$ cat config.mk
export PLATFORM = sky130hd
export DESIGN_NAME = mmio_periph_responder
export DESIGN_NICKNAME = d
export VERILOG_FILES = /design/src/rtl/mmio_periph_responder.sv
export SDC_FILE = /design/constraint.sdc
export NUM_CORES = 1
export LEC_CHECK = 0
export CAP_MARGIN = 5
export CORE_MARGIN = 1.5
export CORE_UTILIZATION = 55
export CTS_BUF_LIST = sky130_fd_sc_hd__clkbuf_4 sky130_fd_sc_hd__clkbuf_8
export DETAILED_ROUTE_END_ITERATION = 8
export GPL_TIMING_DRIVEN = 0
export PLACE_DENSITY = 0.8
export SETUP_SLACK_MARGIN = 0.02
export SLEW_MARGIN = 25
export SYNTH_ARGS = -nofsm -noshare
export SYNTH_HDL_FRONTEND = slang
export SYNTH_SLANG_ARGS = --single-unit
$ cat constraint.sdc
create_clock -name clk -period 3 [get_ports clk]
set_input_delay 0.6 -clock clk [delete_from_list [all_inputs] [get_ports clk]]
set_output_delay 0.6 -clock clk [all_outputs]
set_load 0.02 [all_outputs]
$ cat src/rtl/mmio_periph_responder.sv
// Peripheral responder on the CPU data-memory bus: timer, LED, 7-seg, UART-TX and status registers.
// Optional free-running SYSTICK counter at offset 0x14 is built when PERIPH_SYSTICK_EN is defined.
module mmio_periph_responder #(
  parameter logic [31:0] BASE_ADDR = 32'h4000_0000,
  parameter int          BAUD_DIV  = 434
) (
  input  logic        clk,
  input  logic        reset,
  input  logic        MemRead,
  input  logic        MemWrite,
  input  logic [31:0] Address,
  input  logic [31:0] WriteData,
  output logic [31:0] ReadData,
  output logic        IRQ,
  output logic [7:0]  leds,
  output logic [11:0] digits,
  output logic        uart_tx,
  output logic [1:0]  uart_state_o
);

  localparam logic [2:0] OFS_TH   = 3'd0;
  localparam logic [2:0] OFS_TL   = 3'd1;
  localparam logic [2:0] OFS_TCON = 3'd2;
  localparam logic [2:0] OFS_LED  = 3'd3;
  localparam logic [2:0] OFS_DIG  = 3'd4;
  localparam logic [2:0] OFS_TICK = 3'd5;
  localparam logic [2:0] OFS_UTXD = 3'd6;
  localparam logic [2:0] OFS_UCON = 3'd7;

  localparam logic [1:0] S_IDLE  = 2'd0;
  localparam logic [1:0] S_START = 2'd1;
  localparam logic [1:0] S_DATA  = 2'd2;
  localparam logic [1:0] S_STOP  = 2'd3;

  localparam int            CW        = $clog2(BAUD_DIV);
  localparam logic [CW-1:0] BAUD_LAST = CW'(BAUD_DIV - 1);

  logic          hit, rd_en, wr_en, busy;
  logic [2:0]    sel;
  logic [31:0]   rd_mux, systick_val;

  logic [31:0]   th_q, th_d, tl_q, tl_d, rdata_q;
  logic [2:0]    tcon_q, tcon_d;
  logic [7:0]    leds_q, leds_d;
  logic [11:0]   digits_q, digits_d;

  logic [1:0]    state_q, state_d;
  logic [CW-1:0] cnt_q, cnt_d;
  logic [2:0]    bit_q, bit_d;
  logic [7:0]    shift_q, shift_d;

  assign hit   = (Address[31:5] == BASE_ADDR[31:5]);
  assign sel   = Address[4:2];
  assign rd_en = hit & MemRead;
  assign wr_en = hit & MemWrite;
  assign busy  = (state_q != S_IDLE);

`ifdef PERIPH_SYSTICK_EN
  logic [31:0] systick_q;
  always_ff @(posedge clk) begin
    if (reset) systick_q <= 32'h0;
    else       systick_q <= systick_q + 32'd1;
  end
  assign systick_val = systick_q;
`else
  assign systick_val = 32'h0;
`endif

  always_comb begin
    rd_mux = 32'h0;
    case (sel)
      OFS_TH:   rd_mux = th_q;
      OFS_TL:   rd_mux = tl_q;
      OFS_TCON: rd_mux = {29'h0, tcon_q};
      OFS_LED:  rd_mux = {24'h0, leds_q};
      OFS_DIG:  rd_mux = {20'h0, digits_q};
      OFS_TICK: rd_mux = systick_val;
      OFS_UCON: rd_mux = {31'h0, busy};
      default:  rd_mux = 32'h0;
    endcase
  end

  // A CPU write to TL or TCON suppresses that cycle's increment, reload and status set.
  always_comb begin
    th_d     = th_q;
    tl_d     = tl_q;
    tcon_d   = tcon_q;
    leds_d   = leds_q;
    digits_d = digits_q;
    if (wr_en && sel == OFS_TH)  th_d     = WriteData;
    if (wr_en && sel == OFS_LED) leds_d   = WriteData[7:0];
    if (wr_en && sel == OFS_DIG) digits_d = WriteData[11:0];
    if (wr_en && sel == OFS_TL) begin
      tl_d = WriteData;
    end else if (wr_en && sel == OFS_TCON) begin
      tcon_d = WriteData[2:0];
    end else if (tcon_q[0]) begin
      if (&tl_q) begin
        tl_d = th_q;
        if (tcon_q[1]) tcon_d[2] = 1'b1;
      end else begin
        tl_d = tl_q + 32'd1;
      end
    end
  end

  always_comb begin
    state_d = state_q;
    cnt_d   = cnt_q;
    bit_d   = bit_q;
    shift_d = shift_q;
    if (state_q == S_IDLE) begin
      if (wr_en && sel == OFS_UTXD) begin
        shift_d = WriteData[7:0];
        cnt_d   = BAUD_LAST;
        bit_d   = 3'd0;
        state_d = S_START;
      end
    end else if (cnt_q != '0) begin
      cnt_d = cnt_q - CW'(1);
    end else begin
      cnt_d = BAUD_LAST;
      case (state_q)
        S_START: state_d = S_DATA;
        S_DATA: begin
          shift_d = {1'b0, shift_q[7:1]};
          bit_d   = bit_q + 3'd1;
          if (bit_q == 3'd7) state_d = S_STOP;
        end
        default: state_d = S_IDLE;
      endcase
    end
  end

  always_ff @(posedge clk) begin
    if (reset) begin
      th_q     <= 32'h0;
      tl_q     <= 32'h0;
      tcon_q   <= 3'h0;
      leds_q   <= 8'h0;
      digits_q <= 12'h0;
      rdata_q  <= 32'h0;
      state_q  <= S_IDLE;
      cnt_q    <= '0;
      bit_q    <= 3'd0;
      shift_q  <= 8'h0;
    end else begin
      th_q     <= th_d;
      tl_q     <= tl_d;
      tcon_q   <= tcon_d;
      leds_q   <= leds_d;
      digits_q <= digits_d;
      rdata_q  <= rd_en ? rd_mux : 32'h0;
      state_q  <= state_d;
      cnt_q    <= cnt_d;
      bit_q    <= bit_d;
      shift_q  <= shift_d;
    end
  end

  always_comb begin
    case (state_q)
      S_START: uart_tx = 1'b0;
      S_DATA:  uart_tx = shift_q[0];
      default: uart_tx = 1'b1;
    endcase
  end

  assign ReadData     = rdata_q;
  assign IRQ          = tcon_q[1] & tcon_q[2];
  assign leds         = leds_q;
  assign digits       = digits_q;
  assign uart_state_o = state_q;

endmodule

After elaboration in Yosys (flattened, before gate mapping)
Index checks and enable logic that the tools add are counted.
{"block": "op_classes", "n_addsub": 3, "eq_ne": 14, "muxes": 26, "n_bitwise": 5, "reduce_logical": 22}
{"op": "$pmux 32 s6", "count": 1}
{"op": "$mux 32", "count": 4}
{"op": "$add 32x1->32 const B", "count": 1}
{"op": "$mux 8", "count": 4}
{"op": "$reduce_and 32->1", "count": 1}
{"op": "$eq 27x26->1 const B", "count": 1}
{"op": "$mux 9", "count": 3}
{"op": "$eq 3x3->1 const B", "count": 4}
{"op": "$mux 3", "count": 4}
{"op": "$reduce_bool 2->1", "count": 6}
{"op": "$reduce_bool 9->1", "count": 1}
{"op": "$sub 9x1->9 const B", "count": 1}
{"op": "$mux 2", "count": 4}
{"op": "$eq 3x2->1 const B", "count": 2}
{"op": "$logic_and 1x1->1", "count": 6}
{"op": "$reduce_and 3->1", "count": 2}
{"op": "$mux 1", "count": 4}
{"op": "$ne 2x2->1 const B", "count": 2}
{"op": "$pmux 2 s2", "count": 1}
{"op": "$reduce_and 2->1", "count": 2}
{"op": "$reduce_and 4->1", "count": 1}
{"op": "$add 3x1->3 const B", "count": 1}
{"op": "$and 1x1->1", "count": 3}
{"op": "$eq 3x1->1 const B", "count": 1}
{"op": "9 further kinds", "count": 10}
{"block": "word_totals", "ff_bits": 141, "in_bits": 68, "output_inout_bits": 56, "wordCells": 81}

Depth between registers and ports, before layout
Gate-level depths: netlist (run 1).
{"block": "depth", "word_depth": 5, "depth_mapped": 10, "ltp_nobuf": 8}

Worst setup path after synthesis (run 1)
Ideal clock, no wire load.
{"block": "synth_path", "kind": "input to register", "startpoint": "input Address[15]", "endpoint": "register shift_q[6]", "setup_ps": 79, "arrival_time_ps": 2182, "t_required_ps": 2921, "setup_slack_ps": 739, "cell_stages": 7, "n_path_buf": 1, "cell_sequence": "nor4b_2 nand4_2 or3_4 o31ai_4 buf_6 nor2_1 a211oi_2"}
{"block": "synth_via", "elab_chain_cells": 5}
{"item": "from (decl)", "line_no": "11", "source": "input logic [31:0] Address,"}
{"item": "$eq 27x26->1", "line_no": "52", "source": "assign hit = (Address[31:5] == BASE_ADDR[31:5]);"}
{"item": "$and 1x1->1", "line_no": "55", "source": "assign wr_en = hit & MemWrite;"}
{"item": "$logic_and 1x1->1", "line_no": "113", "source": "if (wr_en && sel == OFS_UTXD) begin"}
{"item": "$ne 2x1->1 (no source line)"}
{"item": "$reduce_and 3->1 (no source line)"}
{"item": "to (signal assigned)", "line_no": "157", "source": "shift_q <= shift_d;"}
{"item": "to (decl)", "line_no": "50", "source": "logic [7:0] shift_q, shift_d;"}
Every way passes these cells.
A chain may end at the register's enable or synchronous reset.

Final worst setup path (run 1)
{"block": "layout_path", "startpoint": "input Address[24]", "endpoint": "register rdata_q[2] (netlist: ReadData[2])"}
{"block": "layout_via", "elab_chain_cells": 4}
{"item": "$eq 27x26->1", "line_no": "52"}
{"item": "$and 1x1->1", "line_no": "54", "source": "assign rd_en = hit & MemRead;"}
{"item": "$not 1->1 (no source line)"}
{"item": "$reduce_or 2->1 (no source line)"}
{"item": "to (signal assigned)", "line_no": "153", "source": "rdata_q <= rd_en ? rd_mux : 32'h0;"}
{"item": "to (decl)", "line_no": "42", "source": "logic [31:0] th_q, th_d, tl_q, tl_d, rdata_q;"}
Every way passes these cells.

==> reports/metrics.csv, run 1 <==
metric,value,unit
required,3.39,ns
post_cts_buffers,0,
mostFrequentLayoutCells,"nand2_1, dfxtp_1, clkdlybuf4s50_1",
fin_crit,2.80,ns
fp.coreArea,12200,sq um
num-nets-final,1090,
ys_ff_latch,141,
synth_edf_count,0,
n_antenna_cell,0,
place_congestion,0.961,
drc,0,
cp_max_fo,10,
cpMaxStageDelayCell,or4_1,
synth_nets,952,
dp_slack,-0.358,ns
cp-startpoint,Address[24],
grt_pass1_vias,6511,
min_from,digits[8],
async_reset_ff_share,0,%
insertion_delay,0.47,ns
final_core_util,72.1,%
final_common_cell,nand2_1,
worstPathCellList,"clkdlybuf4s50_1, nor4b_1, nand4_1, or4_1, clkbuf_1, clkbuf_1, nor2_1",
leakage,0.00293,uW
max_stage_delay,0.60,ns
grt_pass1_wl,35200,microns
synth_flop_cell,dfxtp_1,
clock_sinks,141,
crit_family,simple AND/OR/NAND/NOR gates,
power_density,417,nW/um^2
clockBufferDepth,2,
cts-root-buf,clkbuf_8,
vdd.ir_drop.worst,444,uV
die_y,116,microns
worstSetupEndpointType,flop,
crit_type,in -> reg,
drive_above_1_share,7.02,%
rr_worst_depth,6,
seq_area_frac_synth,40.4,%
r2r_start,tl_q[7],
rsz0062_at_grt,false,
start_util,57.2,%
die_area,13400,sq um
area_growth_syn_to_layout,26.1,%
setup_viol,0,
hp-class,reg -> reg,
drt_iter0_markers,1046,
clock_skew,0.0108,ns
overflow,0,
die_w,116,microns
synth_area,6990,sq um
cts_inserted_buffers,17,
yosysUniqueCellTypes,66,
worst_slew_pin_slew,0.874,ns
finalWorstSetupSlack,0.197,ns
cts_tree,done,
drt_first_pass_iters,6,
antenna_found_initial,0,
finalCritPeriodShare,93.4,%
h-tree-depth,4,
dp_hpwl,16300,microns
maxCapViolations,0,
syn_inst,877,
vias_per_cell,6.20,
status,"complete, no violations",
syn_area_per_cell,7.97,sq um
ioPinCount,124,
detail_route.wl_per_cell,19.2,microns
crit_top_cell,clkbuf_1,
slew_violations,0,
critical_path_arrival,3.19,ns
grt_max_degree,17,
vias,7394,
fmax,357,MHz
rows,40,
reg2reg_slack,0.42,ns
holdPathEnd,digits[8],
cts.clk_slew.worst_paths,0.07,ns
crit_buf_inv,3,
r2r_end,tl_q[23],
grt_use_total,34.6,%
min_delay_path_depth,2,
hold_violations,0,
wirelength,23000,microns
cp-start-kind,primary input,
slew_headroom,41.7,%
ys_warn_count,0,
io_buffers,120,
postRouteAntennaNets,0,
how the worst max path moves through the flow:
stage                        to  depth (start not counted)
floorplan            shift_q[6]                          7
global placement        tl_q[3]                          7
detailed placement     th_q[16]                          7
CTS                     tl_q[3]                          7
global route           tl_q[23]                          7
finish              ReadData[2]                          7
cells by family after synthesis:
| kind of cell | synth area share (%) |
|---|---|
| adder cells (fa/ha/maj) | 1.25 |
| XOR/XNOR | 3.01 |
| flip-flops | 40.4 |
| multiplexers | 3.55 |
| buffers and inverters | 4.46 |
| AND/OR/NAND/NOR | 26.5 |
| AO/OA/AOI/OAI | 20.8 |
report_power, final:
group | total, uW | internal [uW] | leakage (uW) | switching [uW]
registers | 1870 | 1870 | 0.00113 | 0.00000134
clock network | 1580 | 865 | 0.000202 | 715
logic | 223 | 97.9 | 0.00159 | 125
through the flow:
stage	hold slack (ns)	instances	TNS (ns)	power, uW	instance area [sq um]
3_3_place_gp	0.454	1165	-25.25	2130	8400
2_1_floorplan	0.438	877	0	1980	6990
5_1_grt	0.493	1193	0	3760	8810
6_report	0.475	1193	0	3670	8810
3_5_place_dp	0.460	1165	-29.25	2130	8400
4_1_cts	0.472	1194	0	3660	8790
state kept, by name (all words and copies together), names as in the netlist:
| name | flops |
|---|---|
| ReadData | 32 |
| bit_q | 3 |
| cnt_q | 9 |
| digits | 12 |
| leds | 8 |
| shift_q | 8 |
| tcon_q | 3 |
| th_q | 32 |
| tl_q | 32 |
| uart_state_o | 2 |
repair_timing:
item	CTS	global route
gates resized for setup	0	3
endpoints found under the setup margin	0	49
hold buffers	0	0
worst reg2reg max path, cell delays in order (launching register included):
cell	delay [ns]
dfxtp_1	0.48
nand3_1	0.26
nor4_1	0.50
nand3_1	0.39
clkbuf_1	0.42
a21o_1	0.26
a211oi_1	0.18
Yosys cell counts, types with 8 or more instances:
cell type,number,area [sq um]
and2_1,8,50.1
a22oi_1,28,210
and3_1,8,50.1
nor4_1,12,75.1
nand3_1,26,130
nand2_1,162,608
nand4_1,16,100
nor2_1,85,319
dfxtp_1,141,2820
xor2_1,8,70.1
xnor2_1,16,140
a21oi_1,95,475
buf_2,13,65.1
mux2i_1,18,180
clkbuf_1,45,169
o211ai_1,9,67.6
inv_1,10,37.5
nor3_1,24,120
o21ai_0,15,75.1
a211oi_1,20,150
o221ai_1,8,70.1
area by class of cell:
type	count	area (sq um)
multi-input cells	661	3870
fillers	990	3400
flip-flops and latches	141	2820
repair buffers	120	1200
clock buffers	22	278
plain buffers	63	267
well taps	168	210
clock inverters	7	116
inverters	11	41.3
metal layers:
metal	track usage [%]	wire, microns	share of wire, %	vias to the layer above
li1	-	-	-	3437
met1	47.0	9570	42	3431
met2	52.6	10000	44	461
met3	9.21	2620	11	65
met4	13.7	743	3.2	0
met5	0	0	0	-
Note: power is estimated with default switching activity, not from simulation.
==> inputs of run 2 (changes only) <==
--- a/config.mk
+++ b/config.mk
@@ -7,13 +7,13 @@
 export LEC_CHECK = 0
 export CAP_MARGIN = 5
 export CORE_MARGIN = 1.5
-export CORE_UTILIZATION = 55
+export CORE_UTILIZATION = 60
 export CTS_BUF_LIST = sky130_fd_sc_hd__clkbuf_4 sky130_fd_sc_hd__clkbuf_8
 export DETAILED_ROUTE_END_ITERATION = 8
+export DONT_BUFFER_PORTS = 1
 export GPL_TIMING_DRIVEN = 0
-export PLACE_DENSITY = 0.8
+export PLACE_DENSITY = 0.73
 export SETUP_SLACK_MARGIN = 0.02
-export SLEW_MARGIN = 25
 export SYNTH_ARGS = -nofsm -noshare
 export SYNTH_HDL_FRONTEND = slang
 export SYNTH_SLANG_ARGS = --single-unit
==> run 2 against run 1 <==
Effect of this change:
- global-route usage grew 2.1 points
- setup slack gained 0.11 ns
- first-iteration DRC count shrank 36%
- count of clock-buffer cells in the layout shrank 4
- the run now ends with DRC left
- critical path type unchanged
- flip-flop and latch count is the same
==> reports/metrics.csv, run 2 (same netlist as run 1, synthesis figures left out) <==
metric,value,unit,change
status,"finished, violations left",,"was complete, no violations"
violations,DRC,,
cts-root-buf,clkbuf_8,,unchanged
finalCritPeriodShare,89.6,%,was 93.4%
final_area,7590,sq um,was 8810 sq um
cp_max_fo,10,,unchanged
slew_headroom,15.0,%,was 41.7%
final_core_util,66.7,%,was 72.1%
holdWs,0.252,ns,was 0.475 ns
cts_hold_buf,0,,unchanged
setup_tns,0,ns,unchanged
mostFrequentLayoutCells,"nand2_1, dfxtp_1, a21oi_1",,"was nand2_1, dfxtp_1, clkdlybuf4s50_1"
grt_busiest_layer,met2,,unchanged
grt_max_degree,17,,unchanged
drt_iter0_markers,672,,was 1046
setup_viol,0,,unchanged
seq_power_share,51.4,%,was 50.9%
maxCapViolations,0,,unchanged
n_antenna_cell,0,,unchanged
clock_sinks,141,,unchanged
rows,39,,was 40
rsz0062_at_grt,false,,unchanged
switching_share,24.6,%,was 22.9%
grt_use_total,36.6,%,was 34.6%
num-nets-final,971,,was 1090
place_congestion,0.951,,was 0.961
crit_type,in -> reg,,unchanged
worstSetupEndpointType,flop,,unchanged
die_area,12300,sq um,was 13400 sq um
h-tree-depth,4,,unchanged
postRouteAntennaNets,0,,unchanged
cts_inserted_buffers,17,,unchanged
combPwrFrac,2.8,%,was 6.1%
cts.clk_slew.worst_paths,0.09,ns,was 0.07 ns
rr_worst_depth,6,,unchanged
cts_tree,done,,unchanged
vias_per_cell,6.63,,was 6.20
wirelength,22800,microns,was 23000 microns
insertion_delay,0.48,ns,was 0.47 ns
clockBufferDepth,2,,unchanged
use_met1,46.5,%,was 47.0%
antenna_found_initial,0,,unchanged
dp_hpwl,16400,microns,was 16300 microns
start_util,61.4,%,was 57.2%
p_switching,893,uW,was 840 uW
grt_pass1_vias,6518,,was 6511
required,3.38,ns,was 3.39 ns
drc,2,,was 0
min_delay_path_depth,2,,unchanged
drt_first_pass_iters,8,,was 6
cp-start-kind,primary input,,unchanged
fmax,372,MHz,was 357 MHz
area_growth_syn_to_layout,8.62,%,was 26.1%
cts_resized,0,,unchanged
vias,6977,,was 7394
fin_crit,2.69,ns,was 2.80 ns
overflow,0,,unchanged
hp-class,in -> reg,,was reg -> reg
p_int,2740,uW,was 2830 uW
power_density,479,nW/um^2,was 417 nW/um^2
worst_slew_pin_slew,1.27,ns,was 0.874 ns
power_frac_clock,45.8,%,was 43.0%
hold_violations,0,,unchanged
grt_use_met3,8.97,%,was 9.21%
clock_skew,0.0152,ns,was 0.0108 ns
grt_pass1_wl,34900,microns,was 35200 microns
io_buffers,0,,was 120
post_cts_buffers,0,,unchanged
die_w,111,microns,was 116 microns
critical_path_arrival,3.07,ns,was 3.19 ns
ioPinCount,124,,unchanged
final_common_cell,nand2_1,,unchanged
detail_route.wl_per_cell,21.7,microns,was 19.2 microns
leakage,0.00249,uW,was 0.00293 uW
drive_above_1_share,7.92,%,was 7.02%
die_y,111,microns,was 116 microns
slew_violations,0,,unchanged
grtUsageMet2,59.5,%,was 52.6%
place_area,7160,sq um,was 8400 sq um
fp.coreArea,11400,sq um,was 12200 sq um
vdd.ir_drop.worst,510,uV,was 444 uV
==> run 2: critical path, cell delays in order <==
cell and delay (ns):
nor4_1 0.49, nand4_1 0.26, o31ai_1 0.87, buf_2 0.43
o21ai_0 0.16, a211oi_1 0.25
==> run 2: stage by stage <==
stage	power [uW]	std cells	setup slack [ns]
after floorplan	1980	877	0.739
after global placement	2010	1020	0.0766
after detailed placement	2010	1020	-0.0105
after CTS	3630	1052	0.473
after global routing	3710	1052	0.207
final	3630	1052	0.311
==> run 2: area by class of cell <==
class	count	area, sq um
buffer	64	270
clock buffer	18	241
clock inverter	14	181
fill	1004	3780
inverter	11	41.3
multi-input combinational	661	3850
sequential	141	2820
tap	143	179
==> run 2: path summary, 6_finish.rpt <==
check | start | endpoint | slack (ns)
worst max-delay path | Address[22] | tl_q[19] | 0.31
worst max register to register | tl_q[5] | tl_q[23] | 0.41
worst min register to register | shift_q[7] | shift_q[7] | 0.48
worst min-delay path | WriteData[11] | th_q[11] | 0.25
==> run 2: per-layer routing <==
layer	routed length (microns)	vias to the layer above	share of wire, %
li1	-	3193	-
met1	8990	3338	39
met2	10900	379	48
met3	2200	67	9.7
met4	658	0	2.9
met5	0	-	0
==> run 2: power groups by stage <==
stage / registers, uW / clock network (uW) / logic (uW)
after detailed placement: 1910 / 0 / 99.7
after floorplan: 1910 / 0 / 65.2
after global placement: 1910 / 0 / 97.6
after CTS: 1870 / 1660 / 99.9
final: 1870 / 1660 / 102
after global routing: 1870 / 1740 / 108
